File: src/rtl/dpsk_sym_decoder.sv
// dpsk_sym_decoder: slices the sign of a sample once per symbol, decodes it
// as absolute PSK or differential PSK, and assembles the bits into bytes
// with the most significant bit first.
module dpsk_sym_decoder #(
  parameter int DW    = 8,
  parameter int SPS   = 64,
  parameter int PHASE = 32
) (
  input  logic          clk,
  input  logic          reset,
  input  logic          en,
  input  logic          sym_sync,
  input  logic          mode,
  input  logic [DW-1:0] data,
  output logic          bit_out,
  output logic          bit_valid,
  output logic [DW-1:0] dm_out,
  output logic [7:0]    byte_out,
  output logic          byte_valid
);

  localparam int             CW      = (SPS > 1) ? $clog2(SPS) : 1;
  localparam logic [CW-1:0]  CNT_MAX = CW'(SPS - 1);
  localparam logic [CW-1:0]  CNT_DEC = CW'(PHASE);

  logic [CW-1:0] r_cnt;
  logic          r_prev_s;
  logic [2:0]    r_bit_cnt;
  logic [7:0]    r_shift;
  logic          r_bit;
  logic          r_bit_valid;
  logic [7:0]    r_byte;
  logic          r_byte_valid;

  logic          w_dec;
  logic          w_s;
  logic          w_bit;
  logic [7:0]    w_shift_next;
  logic          w_unused;

  // Only the sign bit carries decision information; the low bits are dropped.
  assign w_unused = ^data[DW-2:0];

  // A realign pulse always suppresses the decision on that edge.
  assign w_dec        = en & ~sym_sync & (r_cnt == CNT_DEC);
  assign w_s          = data[DW-1];
  assign w_bit        = mode ? (w_s ^ r_prev_s) : ~w_s;
  assign w_shift_next = {r_shift[6:0], w_bit};

  // Symbol counter: realign has priority, otherwise advance and wrap on enable.
  always_ff @(posedge clk or posedge reset) begin
    if (reset) begin
      r_cnt <= '0;
    end else if (sym_sync) begin
      r_cnt <= '0;
    end else if (en) begin
      r_cnt <= (r_cnt == CNT_MAX) ? '0 : r_cnt + CW'(1);
    end
  end

  // Bit decision: remembers the last symbol sign for differential decoding.
  always_ff @(posedge clk or posedge reset) begin
    if (reset) begin
      r_prev_s    <= 1'b0;
      r_bit       <= 1'b0;
      r_bit_valid <= 1'b0;
    end else begin
      r_bit_valid <= w_dec;
      if (w_dec) begin
        r_prev_s <= w_s;
        r_bit    <= w_bit;
      end
    end
  end

  // Byte framing: shift decided bits in MSB first, publish every eighth one.
  always_ff @(posedge clk or posedge reset) begin
    if (reset) begin
      r_bit_cnt    <= 3'd0;
      r_shift      <= 8'd0;
      r_byte       <= 8'd0;
      r_byte_valid <= 1'b0;
    end else begin
      r_byte_valid <= 1'b0;
      if (sym_sync) begin
        r_bit_cnt <= 3'd0;
      end else if (w_dec) begin
        r_shift   <= w_shift_next;
        r_bit_cnt <= r_bit_cnt + 3'd1;
        if (r_bit_cnt == 3'd7) begin
          r_byte       <= w_shift_next;
          r_byte_valid <= 1'b1;
        end
      end
    end
  end

  assign bit_out    = r_bit;
  assign bit_valid  = r_bit_valid;
  assign dm_out     = {DW{r_bit}};
  assign byte_out   = r_byte;
  assign byte_valid = r_byte_valid;

endmodule

File: config.mk
export PLATFORM = sky130hd
export DESIGN_NAME = dpsk_sym_decoder
export DESIGN_NICKNAME = d
export VERILOG_FILES = /design/src/rtl/dpsk_sym_decoder.sv
export SDC_FILE = /design/constraint.sdc
export NUM_CORES = 1
export LEC_CHECK = 0
export BUFFER_PORTS_ARGS = -buffer_cell sky130_fd_sc_hd__buf_2
export CAP_MARGIN = 5
export CORE_MARGIN = 3
export CORE_UTILIZATION = 40
export CTS_CLUSTER_DIAMETER = 30
export DETAILED_ROUTE_END_ITERATION = 8
export PLACE_DENSITY = 0.66
export SLEW_MARGIN = 0
export SYNTH_ARGS = -nofsm -noshare
export SYNTH_HDL_FRONTEND = slang
export SYNTH_SLANG_ARGS = --single-unit
File: constraint.sdc
create_clock -name clk -period 1.8 [get_ports clk]
set_input_delay 0.09 -clock clk [delete_from_list [all_inputs] [get_ports clk]]
set_output_delay 0.09 -clock clk [all_outputs]
set_load 0.02 [all_outputs]
==> impl_results.md <==
- Status: completed
- Routability cong.: 0.804
- Sequential share of the synthesized area: 52.3%
- Synth Register Bits: 28
- R2R Setup Slk: 0.13 ns
- Layout Nets: 141
- Clock Skew: 0.00444 ns
- Cells after Synth: 105
- Critical Path End Type: register
- Root Buffer: clkbuf_4
- Largest net degree at the start of global routing: 29
- Commonest non-fill, non-tap cell in the layout: dfrtp_1
- Clk_lat worst skew: 0.32 ns
- Routed Antenna Nets: 0
- Die area: 4080 sq um
- Dpl cells: 162
- Initial Util: 42.8%
- Area contributors post-synth: dfrtp_1 52%, mux2_2 8.4%, mux2_4 6.7%
- Die H: 63.9 um
- Slowest CP cell: dfrtp_1
- Top cell type's share of synthesized area: 52.3%
- Number of global-route vias before repair: 826
- Worst Reg-to-Reg Cells: 6
- Average cell area after synthesis: 12.8 sq um
- Top cell type by total area after synthesis: dfrtp_1
- Count of different cell masters after synthesis: 30
- Peak supply drop: 0.318 mV
- Met2 WL post-DR: 1.07 mm
- Worst Tran Pin Value: 0.344 ns
- IO Count: 32
- Hold endpoint: r_prev_s$_DFFE_PP0P_
- DR pass1 iterations: 4
- Pins Over Slew Limit: 0
- DRT iter0 DRCs: 32
- Wire length after detailed routing: 2.06 mm
- Critical path cell sequence: inv_1, ha_1, and4b_4, nand2_1, inv_2, mux2_2
- Initial antenna violation count: 0
- Via count: 784
- Max-cap viol count: 0
- Row cnt: 20
- Worst Path Required: 2.03 ns
- Area grow syn2layout: 11.8%
- Residual DRC: 0
- Setup violators final: 0
- Commonest non-fill, non-tap cells in the layout: 28 x dfrtp_1, 24 x buf_2, 10 x mux2_2
- Post-Syn Nets: 122
- Unrepaired setup endpoints after global routing: false
- Detail Route met3 WL: 65 um
- Layout Cells excl Fill: 167
- Hold depth: 2
- GRT Total Usage: 11.7%
- Final TNS setup: 0 ns
- Core area: 3130 sq um
- WL met1: 917 um
- Dpl hpwl: 1.51 mm
- Post-route minimum period: 1.67 ns
- Vias/cell: 4.69
- Yosys warning total: 0
- Clock slew at reported path FFs: 0.15 ns
- Uppermost layer routed: met4
- Rel. slew slack: 77.0%
- TritonCTS buffer count: 3
- Final Hold Vio Count: 0
- Worst min-delay path startpoint: data[7]
- GRT overflow: 0
- Worst flop-to-flop path startpoint: r_cnt[0]$_DFFE_PP0P_
- Clock sink count: 28
- Netlist Area Pre-Place: 1340 sq um
- H-tree Lvls: 1
- Share of cells above drive strength 1: 40.7%
- Kind of critical path: register to register
- Fin crit share: 92.7%
- PnR Total Power: 1.57 mW
- Startpoint types: register
- Routed WL per cell: 12.4 um
- F_max: 599 MHz
- Path type of the worst min-delay path: primary input to register
- Antenna Cells: 0
- P_leak: 0.808 nW
- Crit-path max FO: 8
- Max stage delay on crit path: 0.45 ns
- Die Span X: 63.9 um
- Global-route wire length before repair: 3.80 mm
- Clock Path Buffers: 2
- R2R Path End: byte_out[7]$_DFFE_PP0P_
- Input/output buffers: 24
- Pwr per Cell Area: 1050 nW/um^2
- Arr. time, crit path: 1.90 ns
- Filler instances: 283
- TritonCTS clock tree: built
layout make-up:
cell class / instances / area, sq um / share of cell area, %
sequential: 28 / 701 / 46.8
timing repair buffer: 26 / 138 / 9.20
inverter: 9 / 33.8 / 2.26
clock buffer: 3 / 22.5 / 1.51
clock inverter: 1 / 30.0 / 2.01
multi-input combinational: 56 / 517 / 34.5
tap: 44 / 55.1 / 3.68
repair_timing:
action,in CTS,in global routing
hold buffers,1,0
hold endpoints to repair,28,0
buffers inserted,0,0
resized for setup,0,0
worst max-delay path, delay by kind of cell, from the launching register on:
family	cells	cell delay [ns]
adders and majority gates	1	0.16
buffers and inverters	2	0.27
DFF	1	0.45
muxes	1	0.35
and+or+nand+nor	2	0.34
cells in the mapped netlist:
library cell  number
dfrtp_1           28
mux2_2            10
buf_4              9
inv_1              8
mux2_4             6
mux2i_1            5
nand2_1            5
ha_1               4
nor2_1             4
nand3_1            3
nand2b_1           2
nor2b_1            2
xor2_1             2
a311oi_1           1
a31oi_1            1
a41oi_1            1
and4b_4            1
buf_2              1
buf_6              1
clkbuf_1           1
inv_2              1
nand2_4            1
nand4_1            1
nor3_4             1
nor4b_2            1
o21ai_0            1
o311ai_0           1
o31ai_1            1
or3_1              1
xnor2_1            1
how the worst max path moves through the flow:
stage,from,to,slack (ns),cells after the start
after floorplan,r_cnt[0]$_DFFE_PP0P_,byte_out[1]$_DFFE_PP0P_,0.29,6
after global placement,r_cnt[0]$_DFFE_PP0P_,byte_out[1]$_DFFE_PP0P_,0.17,6
after detailed placement,r_cnt[0]$_DFFE_PP0P_,byte_out[4]$_DFFE_PP0P_,0.14,6
after CTS,r_cnt[0]$_DFFE_PP0P_,byte_out[7]$_DFFE_PP0P_,0.12,6
after global routing,r_cnt[0]$_DFFE_PP0P_,byte_out[7]$_DFFE_PP0P_,0.02,6
final,r_cnt[0]$_DFFE_PP0P_,byte_out[7]$_DFFE_PP0P_,0.13,6
logic make-up after synthesis:
logic type | Yosys count | share of synthesized area (%)
compound gates | 6 | 3.36
xor+xnor | 3 | 1.96
fa+ha+maj | 4 | 3.74
buf+inv | 21 | 9.06
flops | 28 | 52.3
mux | 21 | 18.9
simple gates | 22 | 10.7
sequential cells by signal, indices dropped and copies added (netlist names):
register,count
r_shift,7
r_prev_s,1
byte_out,8
byte_valid,1
r_cnt,6
bit_valid,1
r_bit_cnt,3
bit_out,1
report_power, final:
group | switching (mW) | leakage (nW) | internal, mW | total [mW]
Clock | 0.182 | 0.0279 | 0.225 | 0.408
Combinational | 0.229 | 0.408 | 0.159 | 0.388
Sequential | 0.0682 | 0.372 | 0.701 | 0.769
per-stage QoR:
step / utilization (%) / area (sq um) / setup slack (ns) / hold WS (ns)
6_report: 47.8 / 1500 / 0.132 / 0.0309
5_1_grt: 47.8 / 1500 / 0.0191 / 0.0126
4_1_cts: 47.8 / 1500 / 0.120 / 0.0209
3_5_place_dp: 45.8 / 1430 / 0.142 / 0.179
3_3_place_gp: 45.8 / 1430 / 0.175 / 0.163
2_1_floorplan: - / 1340 / 0.287 / 0.155
routing by layer:
| metal | GRT usage, % | vias up |
|---|---|---|
| met5 | 0 | - |
| met4 | 3.23 | 0 |
| met3 | 2.81 | 2 |
| met2 | 20.4 | 15 |
| met1 | 14.2 | 386 |
| li1 | - | 381 |
(Power assumes the default switching activity.)
